[src/rtl/run_timer_alarm.sv]
// Run-time minutes:seconds counter with programmable alarm and tone-driven buzzer.
// Feeds the display mux (run_min/run_sec) and the buzzer pin (beep).
module run_timer_alarm #(
   parameter int MIN_W     = 8,
   parameter int MAX_MIN   = 99,
   parameter int WRAP      = 0,
   parameter int BEEP_SECS = 5
) (
   input  logic             clk,
   input  logic             rst_n,
   input  logic             clk_1Hz,
   input  logic             tone_tick,
   input  logic             start,
   input  logic             stop,
   input  logic             clear,
   input  logic             alarm_en,
   input  logic [MIN_W-1:0] alarm_min,
   input  logic [5:0]       alarm_sec,
   input  logic             alarm_ack,
   output logic [MIN_W-1:0] run_min,
   output logic [5:0]       run_sec,
   output logic             running,
   output logic             ringing,
   output logic             overflow,
   output logic             beep
);

   typedef enum logic {ST_STOP = 1'b0, ST_RUN = 1'b1} state_e;

   localparam logic [MIN_W-1:0] MAX_M   = MIN_W'(MAX_MIN);
   localparam logic [7:0]       BEEP_LD = 8'(BEEP_SECS);

   state_e           state_q, state_d;
   logic [MIN_W-1:0] min_q, min_d;
   logic [5:0]       sec_q, sec_d;
   logic             ovf_q, ovf_d;
   logic             adv_q, adv_d;
   logic [7:0]       cnt_q, cnt_d;
   logic             ring_q, ring_d;
   logic             beep_q, beep_d;
   logic             tick_s;
   logic             hit_s;

   // Next-state logic for counter, FSM, alarm ring and buzzer
   always_comb begin
      state_d = state_q;
      min_d   = min_q;
      sec_d   = sec_q;
      ovf_d   = ovf_q;
      adv_d   = 1'b0;
      cnt_d   = cnt_q;
      ring_d  = ring_q;
      tick_s  = (state_q == ST_RUN) && clk_1Hz && !clear && !stop;
      hit_s   = adv_q && alarm_en && (min_q == alarm_min) && (sec_q == alarm_sec);

      if (clear) begin
         min_d = '0;
         sec_d = 6'd0;
         ovf_d = 1'b0;
      end else if (stop) begin
         state_d = ST_STOP;
      end else if (tick_s) begin
         if (sec_q < 6'd59) begin
            sec_d = sec_q + 6'd1;
            adv_d = 1'b1;
         end else if (min_q != MAX_M) begin
            sec_d = 6'd0;
            min_d = min_q + MIN_W'(1);
            adv_d = 1'b1;
         end else if (WRAP != 0) begin
            sec_d = 6'd0;
            min_d = '0;
            adv_d = 1'b1;
         end else begin
            // saturate: hold MAX_MIN:59 without advancing so the alarm cannot re-match
            ovf_d   = 1'b1;
            state_d = ST_STOP;
         end
      end else if (start && !ovf_q) begin
         state_d = ST_RUN;
      end else begin
         state_d = state_q;
      end

      if (clear || alarm_ack) begin
         ring_d = 1'b0;
         cnt_d  = 8'd0;
      end else if (hit_s) begin
         ring_d = 1'b1;
         cnt_d  = BEEP_LD;
      end else if (ring_q) begin
         if (cnt_q == 8'd0) begin
            ring_d = 1'b0;
         end else if (clk_1Hz) begin
            cnt_d = cnt_q - 8'd1;
         end else begin
            cnt_d = cnt_q;
         end
      end else begin
         ring_d = 1'b0;
      end

      // beep drops in the same cycle ringing does, and never starts high
      if (ring_q && ring_d) begin
         beep_d = beep_q ^ tone_tick;
      end else begin
         beep_d = 1'b0;
      end
   end

   // State registers with asynchronous reset
   always_ff @(posedge clk or negedge rst_n) begin
      if (!rst_n) begin
         state_q <= ST_STOP;
         min_q   <= '0;
         sec_q   <= 6'd0;
         ovf_q   <= 1'b0;
         adv_q   <= 1'b0;
         cnt_q   <= 8'd0;
         ring_q  <= 1'b0;
         beep_q  <= 1'b0;
      end else begin
         state_q <= state_d;
         min_q   <= min_d;
         sec_q   <= sec_d;
         ovf_q   <= ovf_d;
         adv_q   <= adv_d;
         cnt_q   <= cnt_d;
         ring_q  <= ring_d;
         beep_q  <= beep_d;
      end
   end

   assign run_min  = min_q;
   assign run_sec  = sec_q;
   assign running  = (state_q == ST_RUN);
   assign ringing  = ring_q;
   assign overflow = ovf_q;
   assign beep     = beep_q;

endmodule
[config.mk]
export PLATFORM = sky130hd
export DESIGN_NAME = run_timer_alarm
export DESIGN_NICKNAME = d
export VERILOG_FILES = /design/src/rtl/run_timer_alarm.sv
export SDC_FILE = /design/constraint.sdc
export NUM_CORES = 1
export LEC_CHECK = 0
export ABC_AREA = 1
export ABC_CLOCK_PERIOD_IN_PS = 3350
export CAP_MARGIN = 20
export CORE_AREA = 3 3 63 65
export DETAILED_ROUTE_END_ITERATION = 10
export DIE_AREA = 0 0 66 68
export GPL_TIMING_DRIVEN = 0
export PLACE_DENSITY = 0.83
export RECOVER_POWER = 25
export SYNTH_ARGS = -nofsm -noshare
export SYNTH_HDL_FRONTEND = slang
export SYNTH_SLANG_ARGS = --single-unit
[constraint.sdc]
create_clock -name clk -period 3.35 [get_ports clk]
set_input_delay 0.67 -clock clk [delete_from_list [all_inputs] [get_ports clk]]
set_output_delay 0.67 -clock clk [all_outputs]
set_load 0.02 [all_outputs]
==> flow_metrics.tcl <==
set metrics [dict create \
    avgSynthCellArea_um2 6.85 \
    cts_made_buffers 3 \
    clkSinkCount 27 \
    multi_input_comb_area_um2 977 \
    routedWlPerCell_um 11.5 \
    ys_async_sr_fraction 1.00 \
    yosys_warnings 0 \
    synth-edff-count 0 \
    cp-endpoint "run_min[3]" \
    final_util 0.679 \
    rsz0062_at_grt "no" \
    first_pass_iters 4 \
    synth_fp_nets 293 \
    synthMuxAreaShare 0 \
    first_global_vias 1608 \
    postSynthCellCount 266 \
    port_buffers 39 \
    grt_overflow_total 0 \
    crit_arrival_ns 1.51 \
    std_cell_rows 21 \
    wl_um 4090 \
    worst-path-stages 1 \
    antenna_found_initial 0 \
    cts_tree "done" \
    place_ws_ns 1.21 \
    grt.busiest_layer "met2" \
    crit_type "reg2out" \
    yosysSeqAreaShare 0.371 \
    fin_ws_ns 1.17 \
    grt_use_met2 0.323 \
    avgViaCountPerCell 5.00 \
    dieWidth_um 66 \
    crit_start "run_min[3]$_DFFE_PN0P_" \
    fin_skew_ns 0.00420 \
    rr_worst_depth 7 \
    fp.dieH_um 68 \
    r2r_end "run_min[4]$_DFFE_PN0P_" \
    use_met1 0.265 \
    cts_max_level 1 \
    vdd_drop_max_mv 0.161 \
    synth_compound_area_frac 0.0789 \
    n_antenna_cell 0 \
    core_area_um2 3390 \
    drtIter0Drc 113 \
    clk_pin_slew_ns 0.14 \
    final_antenna_net_count 0 \
    postCtsSetupBuffers 0 \
    path_max_fanout 8 \
    hold_buffers 0 \
    hold_path_class "reg2reg" \
    min-delay-start "cnt_q[7]$_DFFE_PN0P_" \
    die_area_um2 4490 \
    startpoint_type "register" \
    fillers 278 \
    leakagePower_nw 1.10 \
    max_stage_delay_ns 0.66 \
    r2r_setup_slack_ns 1.70 \
    yosys-top-cells-count "nand2_1 (82), nor2_1 (32), inv_1 (30)" \
    slew_violations 0 \
    max_freq_mhz 459 \
    grtUsageTotal 0.194 \
    cp_slowest_cell "clkdlybuf4s50_1" \
    maxSlewHeadroom 0.472 \
    hold_viol_final 0 \
    grtUsageMet3 0.0148 \
    synth.distinct_cells 33 \
    tightest_slew_ns 0.793 \
    register_area_um2 676 \
    max-clock-path-buffers 2 \
    grt_pass1_wl_um 6840 \
    synth_top_family_by_area "simple AND/OR/NAND/NOR gates" \
    synth_most_common_cell "nand2_1" \
    nNetsFinal 338 \
    num_vias 1780 \
    fin_tns_setup_ns 0 \
    pwr_density_cell_nw_per_um2 276 \
    setup_viol 0 \
    synth_xor_area_frac 0.0384 \
    syn_to_final_growth_pct 26.2 \
    synth_fa_ha_area_frac 0.0275 \
    start_util 0.538 \
    grt_max_degree 16 \
    clock_latency_ns 0.33 \
    yosysTopAreaCell "dfrtp_1" \
    synth-seq-cells 27 \
    synth-simple-area-share 0.391 \
    synth_area_leaders "dfrtp_1 (37%), nand2_1 (17%), nor2_1 (6.6%), inv_1 (6.2%), nand3_1 (4.7%)" \
    drc 0 \
    min_period_ns 2.18 \
    end_kind "output pin" \
    cts-root-buf "clkbuf_4" \
    drv_cap 0 \
    critPathTopFamily "buffers and inverters" \
    cts.repair.resized 0 \
    synth_top_area_frac 0.371 \
    worst-path-buf-inv 1 \
    dp_hpwl_um 3090 \
    gp_congestion 0.884 \
    drive_above_1_share 0.0871 \
    fin_total_pwr_uw 635 \
    required_ns 2.68 \
    io_pins 41 \
    cp_cell_sequence "clkdlybuf4s50_1" \
    timing.final.crit_share 0.651 \
    synth_ff_type "dfrtp_1" \
    r2r_start "run_sec[0]$_DFFE_PN0P_" \
    syn_area_um2 1820 \
    outcome "finished, final reports clean" \
]
[registers in the layout, summed over array words and instances (netlist names)]
name / cells
run_sec: 6
overflow: 1
running: 1
cnt_q: 8
adv_q: 1
run_min: 8
ringing: 1
beep: 1
[layer usage]
| metal | up-vias | wire, µm |
|---|---|---|
| met1 | 776 | 1910 |
| met3 | 11 | 236 |
| met5 | - | 0 |
| li1 | 926 | - |
| met2 | 67 | 1860 |
| met4 | 0 | 85 |
[power breakdown]
part / switching (mW) / internal (mW) / total [mW] / leakage (nW)
Combinational: 0.0716 / 0.0635 / 0.135 / 0.711
Sequential: 0.0172 / 0.337 / 0.354 / 0.373
Clock: 0.0989 / 0.0468 / 0.146 / 0.0150
Total: 0.188 / 0.447 / 0.635 / 1.10
[cell usage in the layout (no fill, tap or decap), drive strengths merged, types with 3 or more instances in the layout]
cell / Yosys / final
nand2: 84 / 84
o21ai: 14 / 14
ha: 4 / 4
or2: 3 / 3
clkdlybuf4s50: 0 / 38
inv: 40 / 40
nor2: 36 / 36
nand4: 9 / 9
nand3b: 3 / 3
nor3: 3 / 3
dfrtp: 27 / 27
xor2: 6 / 6
a21oi: 7 / 7
nand3: 18 / 18
clkbuf: 0 / 5
[layout make-up]
class,instances,area share
Timing Repair Buffer,40,0.171
Buffer,2,0.00544
Multi-Input combinational cell,195,0.425
Inverter,42,0.0685
Sequential cell,27,0.294
Clock buffer,4,0.0114
Tap cell,46,0.0250
[worst min-delay path by stage]
stage / cells past startpoint / slack [ns] / endpoint
3_5_place_dp: 2 / 0.54 / cnt_q[7]$_DFFE_PN0P_
4_1_cts: 2 / 0.56 / cnt_q[7]$_DFFE_PN0P_
5_1_grt: 2 / 0.59 / cnt_q[7]$_DFFE_PN0P_
6_report: 2 / 0.56 / cnt_q[7]$_DFFE_PN0P_
2_1_floorplan: 0 / 0.37 / adv_q$_DFF_PN0_
3_3_place_gp: 2 / 0.53 / running$_DFFE_PN0P_
[per-stage QoR]
step           hold WS [ns]  cells  area (µm²)
6_report              0.562    356        2300
4_1_cts               0.564    356        2320
2_1_floorplan         0.374    266        1820
3_5_place_dp          0.536    352        2300
5_1_grt               0.594    356        2300
3_3_place_gp          0.526    351        2270
[logic make-up (layout without fill, tap and decap cells)]
| kind of cell | after synthesis | in the layout |
|---|---|---|
| buf+inv | 44 | 88 |
| xor+xnor | 8 | 8 |
| compound gates | 25 | 25 |
| fa+ha+maj | 4 | 4 |
| simple gates | 158 | 158 |
| flops | 27 | 27 |
(Power assumes the default switching activity.)
